**src/rtl/conv1d_mac_engine_if.sv**
```systemverilog
// Stream/result handshake bundle for conv1d_mac_engine.
// master = stimulus/consumer side, slave = engine side.
interface conv1d_mac_engine_if #(
  parameter int LANES = 4,
  parameter int DW    = 8,
  parameter int ACC_W = 32,
  parameter int LEN_W = 16
);
  logic [LANES*DW-1:0] in_data;
  logic                ker_we;
  logic                start;
  logic [LEN_W-1:0]    len;
  logic                in_valid;
  logic                in_ready;
  logic                out_valid;
  logic                out_ready;
  logic [ACC_W-1:0]    result;
  logic                overflow;
  logic                busy;

  modport master (
    output in_data, ker_we, start, len, in_valid, out_ready,
    input  in_ready, out_valid, result, overflow, busy
  );

  modport slave (
    input  in_data, ker_we, start, len, in_valid, out_ready,
    output in_ready, out_valid, result, overflow, busy
  );
endinterface

```
**src/rtl/conv1d_mac_engine.sv**
```systemverilog
// Pipelined multi-lane dot-product accumulator with its own control FSM.
// Beat accepted at edge t: products at t, tree sum at t+1, accumulate at t+2.
module conv1d_mac_engine #(
  parameter int LANES  = 4,
  parameter int DW     = 8,
  parameter int ACC_W  = 32,
  parameter int LEN_W  = 16,
  parameter int SIGNED = 1,
  parameter int SAT    = 0
) (
  input logic clk,
  input logic rst,
  conv1d_mac_engine_if.slave bus
);

  localparam int   PAD    = $clog2(LANES);
  localparam int   TREE_W = 2*DW + PAD;
  localparam int   WIDE_W = ((ACC_W > TREE_W) ? ACC_W : TREE_W) + 2;
  localparam logic SG     = (SIGNED != 0);
  localparam logic [ACC_W-1:0] SMAX = {1'b0, {(ACC_W-1){1'b1}}};
  localparam logic [ACC_W-1:0] SMIN = {1'b1, {(ACC_W-1){1'b0}}};

  typedef enum logic [1:0] {IDLE, RUN, DRAIN, DONE} state_t;

  state_t              state, state_n;
  logic [LEN_W-1:0]    remaining;
  logic [DW-1:0]       kernel  [LANES];
  logic [2*DW-1:0]     prod_n  [LANES];
  logic [2*DW-1:0]     s1_prod [LANES];
  logic                s1_valid;
  logic [TREE_W-1:0]   tree_n;
  logic [TREE_W-1:0]   s2_sum;
  logic                s2_valid;
  logic [ACC_W-1:0]    acc;
  logic [ACC_W-1:0]    acc_n;
  logic                ovf_n;
  logic                ovf_sticky;
  logic [WIDE_W-1:0]   acc_ext, tree_ext, sum_wide;
  logic                accept, start_ok, ker_load;

  // State register.
  always_ff @(posedge clk) begin
    if (rst) state <= IDLE;
    else     state <= state_n;
  end

  // Next-state logic and handshake outputs.
  always_comb begin
    state_n       = state;
    accept        = 1'b0;
    start_ok      = 1'b0;
    ker_load      = 1'b0;
    bus.in_ready  = 1'b0;
    bus.out_valid = 1'b0;
    bus.busy      = (state != IDLE);
    case (state)
      IDLE: begin
        ker_load = bus.ker_we;
        if (bus.start) begin
          start_ok = 1'b1;
          state_n  = (bus.len == '0) ? DONE : RUN;
        end
      end
      RUN: begin
        bus.in_ready = (remaining != '0);
        if (bus.in_valid && bus.in_ready) begin
          accept = 1'b1;
          if (remaining == LEN_W'(1)) state_n = DRAIN;
        end
      end
      DRAIN: begin
        if (!s1_valid && !s2_valid) state_n = DONE;
      end
      DONE: begin
        bus.out_valid = 1'b1;
        if (bus.out_ready) state_n = IDLE;
      end
      default: state_n = IDLE;
    endcase
  end

  // Lane products; operands widened first so the low 2*DW bits are exact.
  always_comb begin
    for (int unsigned i = 0; i < LANES; i++) begin
      prod_n[i] = {{DW{SG & bus.in_data[i*DW+DW-1]}}, bus.in_data[i*DW +: DW]}
                * {{DW{SG & kernel[i][DW-1]}}, kernel[i]};
    end
  end

  // Adder tree over the registered products.
  always_comb begin
    tree_n = '0;
    for (int unsigned i = 0; i < LANES; i++) begin
      tree_n = tree_n + {{PAD{SG & s1_prod[i][2*DW-1]}}, s1_prod[i]};
    end
  end

  // Accumulate in a wider domain so overflow is exact even when ACC_W is
  // narrower than the tree sum; then wrap or clamp back to ACC_W.
  always_comb begin
    acc_ext  = {{(WIDE_W-ACC_W){SG & acc[ACC_W-1]}}, acc};
    tree_ext = {{(WIDE_W-TREE_W){SG & s2_sum[TREE_W-1]}}, s2_sum};
    sum_wide = acc_ext + tree_ext;
    if (SG) ovf_n = !((&sum_wide[WIDE_W-1:ACC_W-1]) || !(|sum_wide[WIDE_W-1:ACC_W-1]));
    else    ovf_n = |sum_wide[WIDE_W-1:ACC_W];
    acc_n = sum_wide[ACC_W-1:0];
    if (ovf_n && (SAT != 0)) begin
      if (!SG)                  acc_n = '1;
      else if (sum_wide[WIDE_W-1]) acc_n = SMIN;
      else                      acc_n = SMAX;
    end
  end

  // Kernel, beat counter, pipeline stages and accumulator.
  always_ff @(posedge clk) begin
    if (rst) begin
      for (int unsigned i = 0; i < LANES; i++) begin
        kernel[i]  <= '0;
        s1_prod[i] <= '0;
      end
      remaining  <= '0;
      s1_valid   <= 1'b0;
      s2_sum     <= '0;
      s2_valid   <= 1'b0;
      acc        <= '0;
      ovf_sticky <= 1'b0;
    end else begin
      if (ker_load) begin
        for (int unsigned i = 0; i < LANES; i++) kernel[i] <= bus.in_data[i*DW +: DW];
      end
      if (start_ok)    remaining <= bus.len;
      else if (accept) remaining <= remaining - LEN_W'(1);
      s1_valid <= accept;
      if (accept) s1_prod <= prod_n;
      s2_valid <= s1_valid;
      if (s1_valid) s2_sum <= tree_n;
      if (start_ok) begin
        acc        <= '0;
        ovf_sticky <= 1'b0;
      end else if (s2_valid) begin
        acc <= acc_n;
        if (ovf_n) ovf_sticky <= 1'b1;
      end
    end
  end

  assign bus.result   = acc;
  assign bus.overflow = ovf_sticky;

endmodule
```
**src/flat_wrapper.sv**
```systemverilog
// flat-port wrapper written by rule: the top's interface ports become plain ports
module conv1d_mac_engine_flat 
#(
  parameter int LANES  = 4,
  parameter int DW     = 8,
  parameter int ACC_W  = 32,
  parameter int LEN_W  = 16,
  parameter int SIGNED = 1,
  parameter int SAT    = 0
)
  (clk, rst, bus_in_data, bus_ker_we, bus_start, bus_len, bus_in_valid, bus_out_ready, bus_in_ready, bus_out_valid, bus_result, bus_overflow, bus_busy);
  conv1d_mac_engine_if #(.LANES(LANES), .DW(DW), .ACC_W(ACC_W), .LEN_W(LEN_W)) bus_i ();
  input logic clk;
  input logic rst;
  input wire logic [$bits(bus_i.in_data)-1:0] bus_in_data;
  input wire logic [$bits(bus_i.ker_we)-1:0] bus_ker_we;
  input wire logic [$bits(bus_i.start)-1:0] bus_start;
  input wire logic [$bits(bus_i.len)-1:0] bus_len;
  input wire logic [$bits(bus_i.in_valid)-1:0] bus_in_valid;
  input wire logic [$bits(bus_i.out_ready)-1:0] bus_out_ready;
  output wire logic [$bits(bus_i.in_ready)-1:0] bus_in_ready;
  output wire logic [$bits(bus_i.out_valid)-1:0] bus_out_valid;
  output wire logic [$bits(bus_i.result)-1:0] bus_result;
  output wire logic [$bits(bus_i.overflow)-1:0] bus_overflow;
  output wire logic [$bits(bus_i.busy)-1:0] bus_busy;
  assign bus_i.in_data = bus_in_data;
  assign bus_i.ker_we = bus_ker_we;
  assign bus_i.start = bus_start;
  assign bus_i.len = bus_len;
  assign bus_i.in_valid = bus_in_valid;
  assign bus_i.out_ready = bus_out_ready;
  assign bus_in_ready = bus_i.in_ready;
  assign bus_out_valid = bus_i.out_valid;
  assign bus_result = bus_i.result;
  assign bus_overflow = bus_i.overflow;
  assign bus_busy = bus_i.busy;
  conv1d_mac_engine #(.LANES(LANES), .DW(DW), .ACC_W(ACC_W), .LEN_W(LEN_W), .SIGNED(SIGNED), .SAT(SAT)) u_core (.clk(clk), .rst(rst), .bus(bus_i));
endmodule
```
**config.mk**
```make
export PLATFORM = sky130hd
export DESIGN_NAME = conv1d_mac_engine_flat
export DESIGN_NICKNAME = d
export VERILOG_FILES = /design/src/rtl/conv1d_mac_engine_if.sv /design/src/rtl/conv1d_mac_engine.sv /design/src/flat_wrapper.sv
export SDC_FILE = /design/constraint.sdc
export NUM_CORES = 1
export LEC_CHECK = 0
export ABC_AREA = 1
export BUFFER_PORTS_ARGS = -buffer_cell sky130_fd_sc_hd__buf_2
export CAP_MARGIN = 20
export CORE_MARGIN = 5
export CORE_UTILIZATION = 55
export DETAILED_ROUTE_END_ITERATION = 6
export PLACE_DENSITY = 0.79
export SYNTH_ARGS = -nofsm -noshare
export SYNTH_HDL_FRONTEND = slang
export SYNTH_SLANG_ARGS = --single-unit
export TNS_END_PERCENT = 50
```
**constraint.sdc**
```tcl
create_clock -name clk -period 9.32 [get_ports clk]
set_input_delay 0 -clock clk [delete_from_list [all_inputs] [get_ports clk]]
set_output_delay 0 -clock clk [all_outputs]
set_load 0.02 [all_outputs]
```
==> summary.md <==
| Metric | Value |
|---|---|
| Clock tree from TritonCTS | `built` |
| Fin cells | `between 3000 and 4000` |
| Starting density of the core | `0.556` |
| Sink Count | `167` |
| Final critical delay including setup and external delays | `approximately 4600 ps` |
| Count of input and output buffers | `a little under 90` |
| Starting DRT DRC Count | `994` |
| Internal reg-to-reg setup slack | `4680 ps` |
| Launch instance of the worst min-delay path | `bus_out_ready` |
| Maximum clock rate | `about 220 MHz` |
| CTS H-tree depth | `4` |
| Total congestion overflow | `0` |
| Unrepaired setup endpoints after global routing | `no` |
| Total power after layout | `about 7.2 mW` |
| Proportion of synthesized flip-flops having asynchronous set or reset | `0` |
| Routed WL per cell | `about 14 microns` |
| Category of the worst setup path launch point | `register` |
| Syn Inst Count | `just over 3000` |
| Synth-to-Final Area Change | `8.50%` |
| Final design instance area without fill | `23200 sq um` |
| Via density per instance | `approximately 5` |
| Die width | `207 microns` |
| Library cell appearing most often on the critical path | `inv_1` |
| Logic depth of the worst register-to-register path | `19` |
| Kind of end point of the critical path | `register` |
| Period Utilization, post-route | `0.497` |
| Top cells by instance count after synthesis | `inv_1, nand2_1, nor2_1` |
| Worst Path Arrival | `approximately 5000 ps` |
| Final Hold Slack | `around 54 ps` |
| Synth Area per Inst | `about 7.1 sq um` |
| Worst Path Required | `about 9700 ps` |
| Worst Tran Pin Value | `around 1100 ps` |
| Synth cell types | `between 40 and 50` |
| Worst IR Drop VDD | `roughly 0.19 mV` |
| Total CTS buffers | `17` |
| Share of post-route cells with drive strength above 1 | `0.0489` |
| Number of iterations in the first detailed-routing pass | `6` |
| Flip-flop and latch count after synthesis | `~170` |
| RR Startpoint | `u_core.kernel[2][2]` |
| Number of buffers on the longest clock path | `2` |
| Worst Path Max Fanout | `8` |
| Die boundary height | `around 210 microns` |
| Hold/Removal Path Class | `in -> reg` |
| Placer's final routability congestion estimate | `between 0.8 and 0.9` |
| Highest-delay cell along the critical path | `fa_1` |
| Top_reg_cell synth | `dfxtp_1` |
| Final #Nets | `between 3000 and 4000` |
| Count of buffering cells on the critical path with inverters included | `6` |
| Largest stage delay on the critical path | `a little under 600 ps` |
| Power density relative to cell area | `roughly 310 nW/um^2` |
| Max-slew headroom at the worst pin | `0.283` |
| Utilization of the core after routing | `0.603` |
| Post-CTS clock slew at the launch and capture registers of the worst setup and hold paths | `approximately 80 ps` |
| Wire length after detailed routing | `slightly below 50000 microns` |
| Core Area | `roughly 39000 sq um` |
| Library cell with the largest summed area after synthesis | `fa_1` |
| DRC viols | `0` |
| Antenna violations before repair | `0` |
| Number of pins exceeding their max-slew limit in the final report | `0` |
| Post-route ant nets | `0` |
| Setup TNS Final | `0 ps` |
| Final setup fails | `0` |
| Post-synth design cell area | `21400 sq um` |
| Number of enable flip-flop cells after synthesis | `32` |
| Critical path's top delay family | `adder cells` |
| Count of cells along the worst hold path | `5` |
| Max capacitance violation total | `0` |
| Number of rows created at floorplan | `approximately 70` |
| Final hold vios | `0` |
| Total I/O pin count | `90` |
| Syn. warnings | `0` |
| Combined global-route utilization of all metal layers | `0.236` |
| Area after detailed placement | `around 22000 sq um` |
| Global-route wire length before repair | `87100 microns` |
| Pin count of the biggest net entering global routing | `97` |
| Placed Cells incl. Taps | `between 3000 and 4000` |
| End of the worst register-to-register path | `u_core.s1_prod[31]` |
| Root Driver | `clkbuf_16` |
| Leading cell type by number of instances after synthesis | `inv_1` |
| Area share of the leading cell type in the synthesized netlist | `0.224` |
| Post-DP HPWL | `39100 microns` |
| Floorplan die area | `43000 sq um` |
| Worst-Skew Late Latency | `approximately 460 ps` |
| Setup bufs post-CTS | `0` |
| Sink of the worst hold path | `u_core.state[1]` |
| Status | `complete, no violations` |
| CP Launch Point | `u_core.kernel[2][2]` |
| Share of synthesized area occupied by flip-flops and latches | `0.171` |
| Category of the most critical setup path | `reg -> reg` |
| Net count after synthesis | `3519` |
| Routed vias | `18400` |
| Leakage | `13.4 nW` |
| Number of global-route vias before repair | `19100` |
| Setup WS pre-CTS | `4690 ps` |
| Setup WS post-layout | `~4700 ps` |
| Synth area leaders | `fa_1, inv_1, dfxtp_1, nand2_1, ha_1` |
| CP Cell Sequence | `nand2_1 -> inv_1 -> fa_1 -> inv_1 -> fa_1 -> inv_1 -> fa_1 -> inv_1 -> fa_1 -> inv_1 -> ha_1 -> nand2_1 -> nor3_1 -> nand3_1 -> nand4_1 -> nand3b_1 -> nand3_1 -> nand2_1 -> inv_1` |
| Worst clock skew | `11.5 ps` |
state kept, by name (all words and copies together) (netlist names):
signal               cells
u_core.state             2
u_core.s1_valid          1
u_core.kernel           32
u_core.remaining        16
u_core.bus.result       32
u_core.bus.overflow      1
u_core.s1_prod          64
u_core.s2_sum           18
u_core.s2_valid          1
worst register-to-register path, cell delays in order, from the launching register on:
cell      delay, ps
edfxtp_1        510
nand2_1         160
inv_1           100
fa_1            590
inv_1           160
fa_1            550
inv_1            50
fa_1            520
inv_1            50
fa_1            520
inv_1            40
ha_1            350
nand2_1         100
nor3_1          270
nand3_1         130
nand4_1         160
nand3b_1        110
nand3_1          60
nand2_1          90
inv_1            40
what timing repair did:
action                                  4_1_cts  5_1_grt
hold buffers                                 48        0
endpoints found under the hold margin        50        0
resized for setup                             0        0
endpoints found under the setup margin        0        0
layer usage:
metal / track usage / part of all wire / vias to the layer above
met5: 0 / 0 / -
met4: 0.0766 / 0.026 / 0
met3: 0.0274 / 0.043 / 117
met2: 0.429 / 0.50 / 462
met1: 0.294 / 0.43 / 8648
li1: - / - / 9185
cells by family (layout without fill, tap and decap cells):
logic type,after synthesis,in the layout,synth area share
AOI/OAI and AO/OA,356,356,0.0909
adders and majority gates,427,427,0.333
buffers and inverters,934,1005,0.166
other,0,2,0
DFF,167,167,0.171
xor gates and xnor gates,84,84,0.0343
and+or+nand+nor,1070,1070,0.204
area by class of cell:
class,instances,area [sq um]
clock inverters,14,191
diodes,2,5.00
inverters,830,3120
well taps,518,648
repair buffers,143,991
clock buffers,18,429
flip-flops and latches,167,3660
fillers,3505,15300
multi-input cells,1937,14200
where the power goes:
group	switching, mW	internal (mW)
clock network	0.356	0.432
registers	0.167	0.904
logic	3.35	2.03
how the worst max path moves through the flow:
stage                    endpoint  slack, ps  cells after the start
3_3_place_gp   u_core.s1_prod[31]       4870                     19
3_5_place_dp   u_core.s1_prod[31]       4690                     19
2_1_floorplan  u_core.s1_prod[31]       5100                     20
4_1_cts        u_core.s1_prod[31]       4690                     19
5_1_grt        u_core.s1_prod[31]       4360                     19
6_report       u_core.s1_prod[31]       4680                     19
layout by cell type, fill, tap and decap left out, types with 2 or more instances in the layout:
master         synthesis  routed
dfxtp_1              135     135
nor2_1               257     257
xor2_1                54      54
bufinv_16              0       3
a31oi_1               24      24
nor2_2                 5       5
and2_1                 3       3
buf_4                  3       5
nand2_4                3       3
or2_2                 10      10
nor3_1                27      27
fa_1                 240     240
inv_1                827     826
o21bai_1              22      22
o21ai_0              125     125
inv_4                  1       2
a21oi_1              152     152
edfxtp_1              32      32
inv_2                  1       2
inv_6                  0       3
a21o_1                 8       8
nand3b_1               7       7
xnor2_1               30      30
diode_2                0       2
nand2_1              625     625
ha_1                 187     187
o31ai_1                5       5
o211ai_1               8       8
a21boi_0               5       5
buf_2                  4      89
clkinv_2               1       3
nand3_1              104     104
nand4_1               23      23
inv_8                  0       3
dlygate4sd3_1          0      48
clkbuf_16              0      17
o21a_1                 3       3
(Power assumes the default switching activity.)
